**src/rtl/apb_mux_pkg.sv**
```systemverilog
// Shared definitions for the APB slave mux: FSM state encoding, default address window, slot constants.
package apb_mux_pkg;

  typedef enum logic [1:0] {
    IDLE   = 2'd0,
    ACCESS = 2'd1,
    ERR    = 2'd2
  } mux_state_e;

  localparam int unsigned SLOT_W          = 4;
  localparam logic [15:0] DEFAULT_BASE_HI = 16'h2000;
  localparam logic [3:0]  SLOT_UART       = 4'd0;

endpackage

```
**src/rtl/apb_slave_mux_if.sv**
```systemverilog
// Bundles the bridge-side APB bus and the fanned-out slave-side bus of the APB slave mux.
interface apb_slave_mux_if #(
  parameter int unsigned N_SLV  = 4,
  parameter int unsigned DATA_W = 32,
  parameter int unsigned ADDR_W = 32,
  parameter int unsigned STRB_W = 2
);
  logic [ADDR_W-1:0]       PADDR;
  logic [DATA_W-1:0]       PWDATA;
  logic [STRB_W-1:0]       PSTRB;
  logic                    PSEL;
  logic                    PENABLE;
  logic                    PWRITE;
  logic [DATA_W-1:0]       PRDATA;
  logic                    PREADY;
  logic                    PSLVERR;
  logic [N_SLV-1:0]        SLV_PSEL;
  logic                    SLVENABLE;
  logic                    SLVWRITE;
  logic [ADDR_W-1:0]       SLVADDR;
  logic [DATA_W-1:0]       SLVWDATA;
  logic [STRB_W-1:0]       SLVSTRB;
  logic [N_SLV*DATA_W-1:0] SLV_PRDATA;
  logic [N_SLV-1:0]        SLV_PREADY;
  logic [N_SLV-1:0]        SLV_PSLVERR;

  // The master side is the environment: bridge requests plus the peripherals' responses.
  modport master (
    output PADDR, PWDATA, PSTRB, PSEL, PENABLE, PWRITE,
    output SLV_PRDATA, SLV_PREADY, SLV_PSLVERR,
    input  PRDATA, PREADY, PSLVERR,
    input  SLV_PSEL, SLVENABLE, SLVWRITE, SLVADDR, SLVWDATA, SLVSTRB
  );

  modport slave (
    input  PADDR, PWDATA, PSTRB, PSEL, PENABLE, PWRITE,
    input  SLV_PRDATA, SLV_PREADY, SLV_PSLVERR,
    output PRDATA, PREADY, PSLVERR,
    output SLV_PSEL, SLVENABLE, SLVWRITE, SLVADDR, SLVWDATA, SLVSTRB
  );

endinterface

```
**src/rtl/apb_addr_dec.sv**
```systemverilog
// Combinational APB address decoder: PADDR -> {hit, slot} for a 64 KiB window split into 16 slots.
module apb_addr_dec
  import apb_mux_pkg::*;
#(
  parameter int unsigned ADDR_W   = 32,
  parameter int unsigned N_SLV    = 4,
  parameter int unsigned BASE_HI  = 32'(DEFAULT_BASE_HI),
  parameter int unsigned SLOT_LSB = 8
) (
  input  logic [ADDR_W-1:0] paddr_i,
  output logic              hit_o,
  output logic [SLOT_W-1:0] slot_o
);

  logic unusedAddr;

  assign slot_o = paddr_i[SLOT_LSB +: SLOT_W];

  // Slots at or above N_SLV fall inside the window but have no peripheral behind them.
  assign hit_o = (paddr_i[ADDR_W-1:16] == (ADDR_W-16)'(BASE_HI)) &&
                 ({1'b0, slot_o} < (SLOT_W+1)'(N_SLV));

  assign unusedAddr = ^{paddr_i[15:SLOT_LSB+SLOT_W], paddr_i[SLOT_LSB-1:0]};

endmodule

```
**src/rtl/apb_slave_mux.sv**
```systemverilog
// APB decoder / response mux between the bridge and N_SLV peripherals; unmapped or hung accesses get an error.
// Build option: define APB_MUX_TIMEOUT_EN to enable the access-phase watchdog (TIMEOUT_CYC cycles).
module apb_slave_mux
  import apb_mux_pkg::*;
#(
`ifdef APB_MUX_TIMEOUT_EN
  parameter int unsigned TIMEOUT_CYC = 16,
`endif
  parameter int unsigned N_SLV    = 4,
  parameter int unsigned DATA_W   = 32,
  parameter int unsigned ADDR_W   = 32,
  parameter int unsigned STRB_W   = 2,
  parameter int unsigned BASE_HI  = 32'(DEFAULT_BASE_HI),
  parameter int unsigned SLOT_LSB = 8
) (
  input logic            clk,
  input logic            rst,
  apb_slave_mux_if.slave bus
);

  mux_state_e        state_q, state_d;
  logic [SLOT_W-1:0] sel_q, sel_d;
  logic              decHit;
  logic [SLOT_W-1:0] decSlot;
  logic              selRdy, selErr;
  logic [DATA_W-1:0] selData, rspData;
  logic [N_SLV-1:0]  slvPsel;
  logic              slvEnable, pready, pslverr, wdgExpired;

  apb_addr_dec #(
    .ADDR_W  (ADDR_W),
    .N_SLV   (N_SLV),
    .BASE_HI (BASE_HI),
    .SLOT_LSB(SLOT_LSB)
  ) u_dec (
    .paddr_i(bus.PADDR),
    .hit_o  (decHit),
    .slot_o (decSlot)
  );

  always_comb begin
    selRdy  = 1'b0;
    selErr  = 1'b0;
    selData = '0;
    for (int i = 0; i < int'(N_SLV); i++) begin
      if (sel_q == SLOT_W'(i)) begin
        selRdy  = bus.SLV_PREADY[i];
        selErr  = bus.SLV_PSLVERR[i];
        selData = bus.SLV_PRDATA[i*DATA_W +: DATA_W];
      end
    end
  end

`ifdef APB_MUX_TIMEOUT_EN
  localparam int unsigned WDG_W = $clog2(TIMEOUT_CYC + 1);
  logic [WDG_W-1:0] wait_cnt_q;

  assign wdgExpired = (wait_cnt_q == WDG_W'(TIMEOUT_CYC - 1));

  // Counts unanswered access cycles; cleared whenever the transfer leaves ACCESS.
  always_ff @(posedge clk) begin
    if (rst) begin
      wait_cnt_q <= '0;
    end else if (state_q == ACCESS && state_d == ACCESS && bus.PENABLE && !selRdy) begin
      if (wait_cnt_q != '1) wait_cnt_q <= wait_cnt_q + 1'b1;
    end else if (state_d != ACCESS) begin
      wait_cnt_q <= '0;
    end
  end
`else
  assign wdgExpired = 1'b0;
`endif

  always_comb begin
    state_d   = state_q;
    sel_d     = sel_q;
    slvPsel   = '0;
    slvEnable = 1'b0;
    pready    = 1'b0;
    pslverr   = 1'b0;
    rspData   = '0;
    unique case (state_q)
      IDLE: begin
        if (bus.PSEL && !bus.PENABLE) begin
          if (decHit) begin
            for (int i = 0; i < int'(N_SLV); i++) slvPsel[i] = (decSlot == SLOT_W'(i));
            sel_d   = decSlot;
            state_d = ACCESS;
          end else begin
            state_d = ERR;
          end
        end
      end
      ACCESS: begin
        if (!bus.PSEL) begin
          state_d = IDLE;
        end else begin
          for (int i = 0; i < int'(N_SLV); i++) slvPsel[i] = (sel_q == SLOT_W'(i));
          slvEnable = bus.PENABLE;
          // A slave answering in the expiry cycle takes precedence over the watchdog.
          if (bus.PENABLE && selRdy) begin
            pready  = 1'b1;
            pslverr = selErr;
            rspData = selData;
            state_d = IDLE;
          end else if (bus.PENABLE && wdgExpired) begin
            pready  = 1'b1;
            pslverr = 1'b1;
            state_d = IDLE;
          end
        end
      end
      ERR: begin
        if (!bus.PSEL) begin
          state_d = IDLE;
        end else if (bus.PENABLE) begin
          pready  = 1'b1;
          pslverr = 1'b1;
          state_d = IDLE;
        end
      end
      default: state_d = IDLE;
    endcase
  end

  always_ff @(posedge clk) begin
    if (rst) begin
      state_q <= IDLE;
      sel_q   <= SLOT_UART;
    end else begin
      state_q <= state_d;
      sel_q   <= sel_d;
    end
  end

  assign bus.SLV_PSEL  = slvPsel;
  assign bus.SLVENABLE = slvEnable;
  assign bus.PREADY    = pready;
  assign bus.PSLVERR   = pslverr;
  assign bus.PRDATA    = (pready && !bus.PWRITE) ? rspData : '0;
  assign bus.SLVWRITE  = bus.PSEL ? bus.PWRITE : 1'b0;
  assign bus.SLVADDR   = bus.PSEL ? bus.PADDR  : '0;
  assign bus.SLVWDATA  = bus.PSEL ? bus.PWDATA : '0;
  assign bus.SLVSTRB   = bus.PSEL ? bus.PSTRB  : '0;

endmodule

```
**src/flat_wrapper.sv**
```systemverilog
// flat-port wrapper written by rule: the top's interface ports become plain ports
module apb_slave_mux_flat import apb_mux_pkg::*;
#(

  parameter int unsigned N_SLV    = 4,
  parameter int unsigned DATA_W   = 32,
  parameter int unsigned ADDR_W   = 32,
  parameter int unsigned STRB_W   = 2,
  parameter int unsigned BASE_HI  = 32'(DEFAULT_BASE_HI),
  parameter int unsigned SLOT_LSB = 8
)
  (clk, rst, bus_PADDR, bus_PWDATA, bus_PSTRB, bus_PSEL, bus_PENABLE, bus_PWRITE, bus_SLV_PRDATA, bus_SLV_PREADY, bus_SLV_PSLVERR, bus_PRDATA, bus_PREADY, bus_PSLVERR, bus_SLV_PSEL, bus_SLVENABLE, bus_SLVWRITE, bus_SLVADDR, bus_SLVWDATA, bus_SLVSTRB);
  apb_slave_mux_if #(.N_SLV(N_SLV), .DATA_W(DATA_W), .ADDR_W(ADDR_W), .STRB_W(STRB_W)) bus_i ();
  input logic clk;
  input logic rst;
  input wire logic [$bits(bus_i.PADDR)-1:0] bus_PADDR;
  input wire logic [$bits(bus_i.PWDATA)-1:0] bus_PWDATA;
  input wire logic [$bits(bus_i.PSTRB)-1:0] bus_PSTRB;
  input wire logic [$bits(bus_i.PSEL)-1:0] bus_PSEL;
  input wire logic [$bits(bus_i.PENABLE)-1:0] bus_PENABLE;
  input wire logic [$bits(bus_i.PWRITE)-1:0] bus_PWRITE;
  input wire logic [$bits(bus_i.SLV_PRDATA)-1:0] bus_SLV_PRDATA;
  input wire logic [$bits(bus_i.SLV_PREADY)-1:0] bus_SLV_PREADY;
  input wire logic [$bits(bus_i.SLV_PSLVERR)-1:0] bus_SLV_PSLVERR;
  output wire logic [$bits(bus_i.PRDATA)-1:0] bus_PRDATA;
  output wire logic [$bits(bus_i.PREADY)-1:0] bus_PREADY;
  output wire logic [$bits(bus_i.PSLVERR)-1:0] bus_PSLVERR;
  output wire logic [$bits(bus_i.SLV_PSEL)-1:0] bus_SLV_PSEL;
  output wire logic [$bits(bus_i.SLVENABLE)-1:0] bus_SLVENABLE;
  output wire logic [$bits(bus_i.SLVWRITE)-1:0] bus_SLVWRITE;
  output wire logic [$bits(bus_i.SLVADDR)-1:0] bus_SLVADDR;
  output wire logic [$bits(bus_i.SLVWDATA)-1:0] bus_SLVWDATA;
  output wire logic [$bits(bus_i.SLVSTRB)-1:0] bus_SLVSTRB;
  assign bus_i.PADDR = bus_PADDR;
  assign bus_i.PWDATA = bus_PWDATA;
  assign bus_i.PSTRB = bus_PSTRB;
  assign bus_i.PSEL = bus_PSEL;
  assign bus_i.PENABLE = bus_PENABLE;
  assign bus_i.PWRITE = bus_PWRITE;
  assign bus_i.SLV_PRDATA = bus_SLV_PRDATA;
  assign bus_i.SLV_PREADY = bus_SLV_PREADY;
  assign bus_i.SLV_PSLVERR = bus_SLV_PSLVERR;
  assign bus_PRDATA = bus_i.PRDATA;
  assign bus_PREADY = bus_i.PREADY;
  assign bus_PSLVERR = bus_i.PSLVERR;
  assign bus_SLV_PSEL = bus_i.SLV_PSEL;
  assign bus_SLVENABLE = bus_i.SLVENABLE;
  assign bus_SLVWRITE = bus_i.SLVWRITE;
  assign bus_SLVADDR = bus_i.SLVADDR;
  assign bus_SLVWDATA = bus_i.SLVWDATA;
  assign bus_SLVSTRB = bus_i.SLVSTRB;
  apb_slave_mux #(.N_SLV(N_SLV), .DATA_W(DATA_W), .ADDR_W(ADDR_W), .STRB_W(STRB_W), .BASE_HI(BASE_HI), .SLOT_LSB(SLOT_LSB)) u_core (.clk(clk), .rst(rst), .bus(bus_i));
endmodule
```
**config.mk**
```make
export PLATFORM = sky130hd
export DESIGN_NAME = apb_slave_mux_flat
export DESIGN_NICKNAME = d
export VERILOG_FILES = /design/src/rtl/apb_mux_pkg.sv /design/src/rtl/apb_slave_mux_if.sv /design/src/rtl/apb_addr_dec.sv /design/src/rtl/apb_slave_mux.sv /design/src/flat_wrapper.sv
export SDC_FILE = /design/constraint.sdc
export NUM_CORES = 1
export LEC_CHECK = 0
export BUFFER_PORTS_ARGS = -buffer_cell sky130_fd_sc_hd__buf_2
export CORE_AREA = 2 2 122 124
export DETAILED_ROUTE_END_ITERATION = 7
export DIE_AREA = 0 0 124 126
export HOLD_SLACK_MARGIN = 0.15
export PLACE_DENSITY = 0.47
export SYNTH_ARGS = -nofsm -noshare
export SYNTH_HDL_FRONTEND = slang
export SYNTH_SLANG_ARGS = --single-unit
```
**constraint.sdc**
```tcl
create_clock -name clk -period 2.3 [get_ports clk]
set_clock_uncertainty 0.2 [all_clocks]
set_input_delay 0.115 -clock clk [delete_from_list [all_inputs] [get_ports clk]]
set_output_delay 0.115 -clock clk [all_outputs]
set_load 0.01 [all_outputs]
```
==> reports/results.ini <==
[status]
status = finished, final reports clean

[layout]
num_antenna_cells = 0
drive_gt1_share_pct = 65.7
layout.nets = 792
area.growth.synth_to_final_pct = 91.2
postLayoutCoreUtil_pct = 27.5
design_area_um2 = 3930

[clock_network]
clock_latency_ps = 230
cts_sinks = 6
cts_buffers = 3
clkTransAtPathRegs_ps = 30
clockBufferDepth = 2
cts_tree = built
clockRootBuffer = clkbuf_16
htreeDepth = 1
post-cts-setup-buffers = 0

[detailed_routing]
drt-initial-drc-count = 167
routed_wl_um = 11500
avgRoutedWirePerCell_um = 15.1
via_per_inst = 4.21
ant_nets = 0
post-route-drc-count = 0
vias = 3217
dr.pass1.iters = 4

[synth]
ys_warn_count = 0
ys_async_sr_fraction_pct = 0
syn_nets = 489
netlist.area_leader.share_pct = 20.7
yosysSeqAreaShare_pct = 5.84
syn_inst = 279
synth.area.top_cells = and2_1, o22ai_1, a211oi_2, mux2_2, dfxtp_1
synth_flop_cell = dfxtp_1
yosys.area.top_type = and2_1
synth-edff-count = 0
avgSynthCellArea_um2 = 7.37
synth_area_um2 = 2060
ys_ff_latch = 6
synth.distinct_cells = 39

[worst_setup_path]
critical_path_required_ps = 1990
crit_arrival_ps = 1820
path_class = flop to output port
regToRegSetupSlack_ps = 190
startpoint_type = flop
end_kind = output port
reg2reg_from = u_core.state_q[0]
critPathMaxFanout = 30
r2r_end = u_core.sel_q[0]
reg2regPathDepth = 7

[die]
core_area_um2 = 14300
fp.dieArea_um2 = 15600
dieWidth_um = 124
rows = 44
ios = 313
start_util_pct = 14.4
dieHeight_um = 126

[sta]
fin_setup_tns_ps = 0
worst_slew_pin_slew_ps = 451
finalHoldViolCount = 0
period_share_pct = 93.0
rsz0062_at_grt = no
slew_headroom_pct = 69.9
finalSetupViolCount = 0
clock.fmax_mhz = 468
whs_ps = 199
final-max-slew-violation-count = 0
fin_crit_ps = 2140

[placed_design]
hpwl_um = 9600
place_area_um2 = 3820
place_congestion = 0.823
io_buffers = 312

[min_path]
min_to = u_core.state_q[1]
min_from = bus_PENABLE
hold_class = input port to flop
hold_depth = 5

[global_routing]
grt_overflow = 0
antenna_found_initial = 0
grt_pass1_wl_um = 16400
grt_pass1_vias = 3041
grt_use_total_pct = 13.5
grt_max_degree = 67

[power]
irDropWorstVdd_uv = 152
power.density_nw_per_um2 = 219
p_leak_uw = 0.00205
power.total_uw = 862

[flow_run]
drv_cap = 0

## how the worst max path moves through the flow
stage / from / end / slack, ps
2_1_floorplan: u_core.sel_q[1] / bus_PRDATA[12] / 570
3_3_place_gp: u_core.sel_q[1] / bus_PRDATA[13] / 310
3_5_place_dp: u_core.sel_q[1] / bus_PRDATA[13] / 290
4_1_cts: u_core.sel_q[1] / bus_PRDATA[13] / 40
5_1_grt: u_core.state_q[0] / bus_PRDATA[15] / 9
6_report: u_core.state_q[0] / bus_PRDATA[5] / 160
## worst max-delay path, stage by stage (launching register included)
cell      delay (ps)
dfxtp_1          330
inv_1             80
ha_1             310
nand4_1          120
nor2_2           140
nand2_2           80
buf_12           190
a211oi_2         170
buf_2            160
## synth_stat cells (6+ instances only)
master,count
a211oi_2,20
nor3_2,11
nand2_1,11
buf_4,6
a211oi_1,9
buf_2,7
o22ai_1,42
and2_1,68
nor2_1,17
clkbuf_1,16
mux2_2,11
dfxtp_1,6
nor2b_1,11
## metrics by stage
step,cells,setup slack [ps]
floorplan,279,567
global route,764,8.97
finish,764,162
CTS,764,38.1
global placement,758,307
detailed placement,758,287
## cell type report
cell class | instances | area [µm²]
clock buffers | 3 | 75.1
fillers | 1634 | 10400
flip-flops and latches | 6 | 123
inverters | 2 | 7.51
well taps | 184 | 230
repair buffers | 327 | 1700
multi-input cells | 242 | 1800
## layout by cell type (no fill, tap or decap), types with 2 or more instances in the layout
| master | n |
|---|---|
| nor3_2 | 11 |
| and3_1 | 3 |
| nor2b_1 | 11 |
| nor2_2 | 2 |
| and2_1 | 68 |
| nor3b_1 | 2 |
| a211oi_1 | 9 |
| a211oi_2 | 20 |
| nand2_1 | 10 |
| o22ai_1 | 42 |
| dfxtp_2 | 2 |
| buf_4 | 9 |
| clkbuf_16 | 3 |
| nor4_1 | 3 |
| buf_6 | 2 |
| nor2_1 | 16 |
| buf_2 | 312 |
| inv_1 | 2 |
| mux4_2 | 3 |
| dlygate4sd3_1 | 3 |
| o21ai_0 | 2 |
| a21oi_1 | 2 |
| nand2b_1 | 2 |
| dfxtp_1 | 4 |
| or2_1 | 2 |
| mux2_2 | 11 |
| nand3_1 | 2 |
| mux2i_1 | 2 |
| ha_1 | 2 |
| o21ai_1 | 3 |
## kinds of logic after synthesis
| group | after synthesis | synth area share, % |
|---|---|---|
| mux | 16 | 10.3 |
| flops | 6 | 5.84 |
| fa+ha+maj | 3 | 1.83 |
| compound gates | 83 | 32.5 |
| buf+inv | 31 | 7.18 |
| simple gates | 140 | 42.4 |
## repair_timing
| action | CTS | global route |
|---|---|---|
| hold buffers | 3 | 0 |
| resized for setup | 0 | 4 |
| endpoints found under the hold margin | 5 | 0 |
| endpoints found under the setup margin | 0 | 24 |
## registers in the layout, indices dropped and copies added (netlist names)
| name | cells |
|---|---|
| u_core.sel_q | 4 |
| u_core.state_q | 2 |
## routing by layer
metal / wire (µm) / global-route usage (%) / vias up / part of all wire, %
met4: 130 / 2.05 / 0 / 1.1
met5: 0 / 0 / - / 0
li1: - / - / 1638 / -
met3: 756 / 1.22 / 11 / 6.6
met2: 5450 / 22.8 / 134 / 47
met1: 5160 / 18.8 / 1434 / 45
## power by group
part | switching [µW] | internal [µW] | leakage [µW] | total, µW
combinational | 210 | 255 | 0.00197 | 465
clock | 60.0 | 223 | 0.0000370 | 283
sequential | 2.91 | 111 | 0.0000496 | 114
total | 273 | 589 | 0.00205 | 862
No activity file was read; power rests on OpenSTA's default activity.
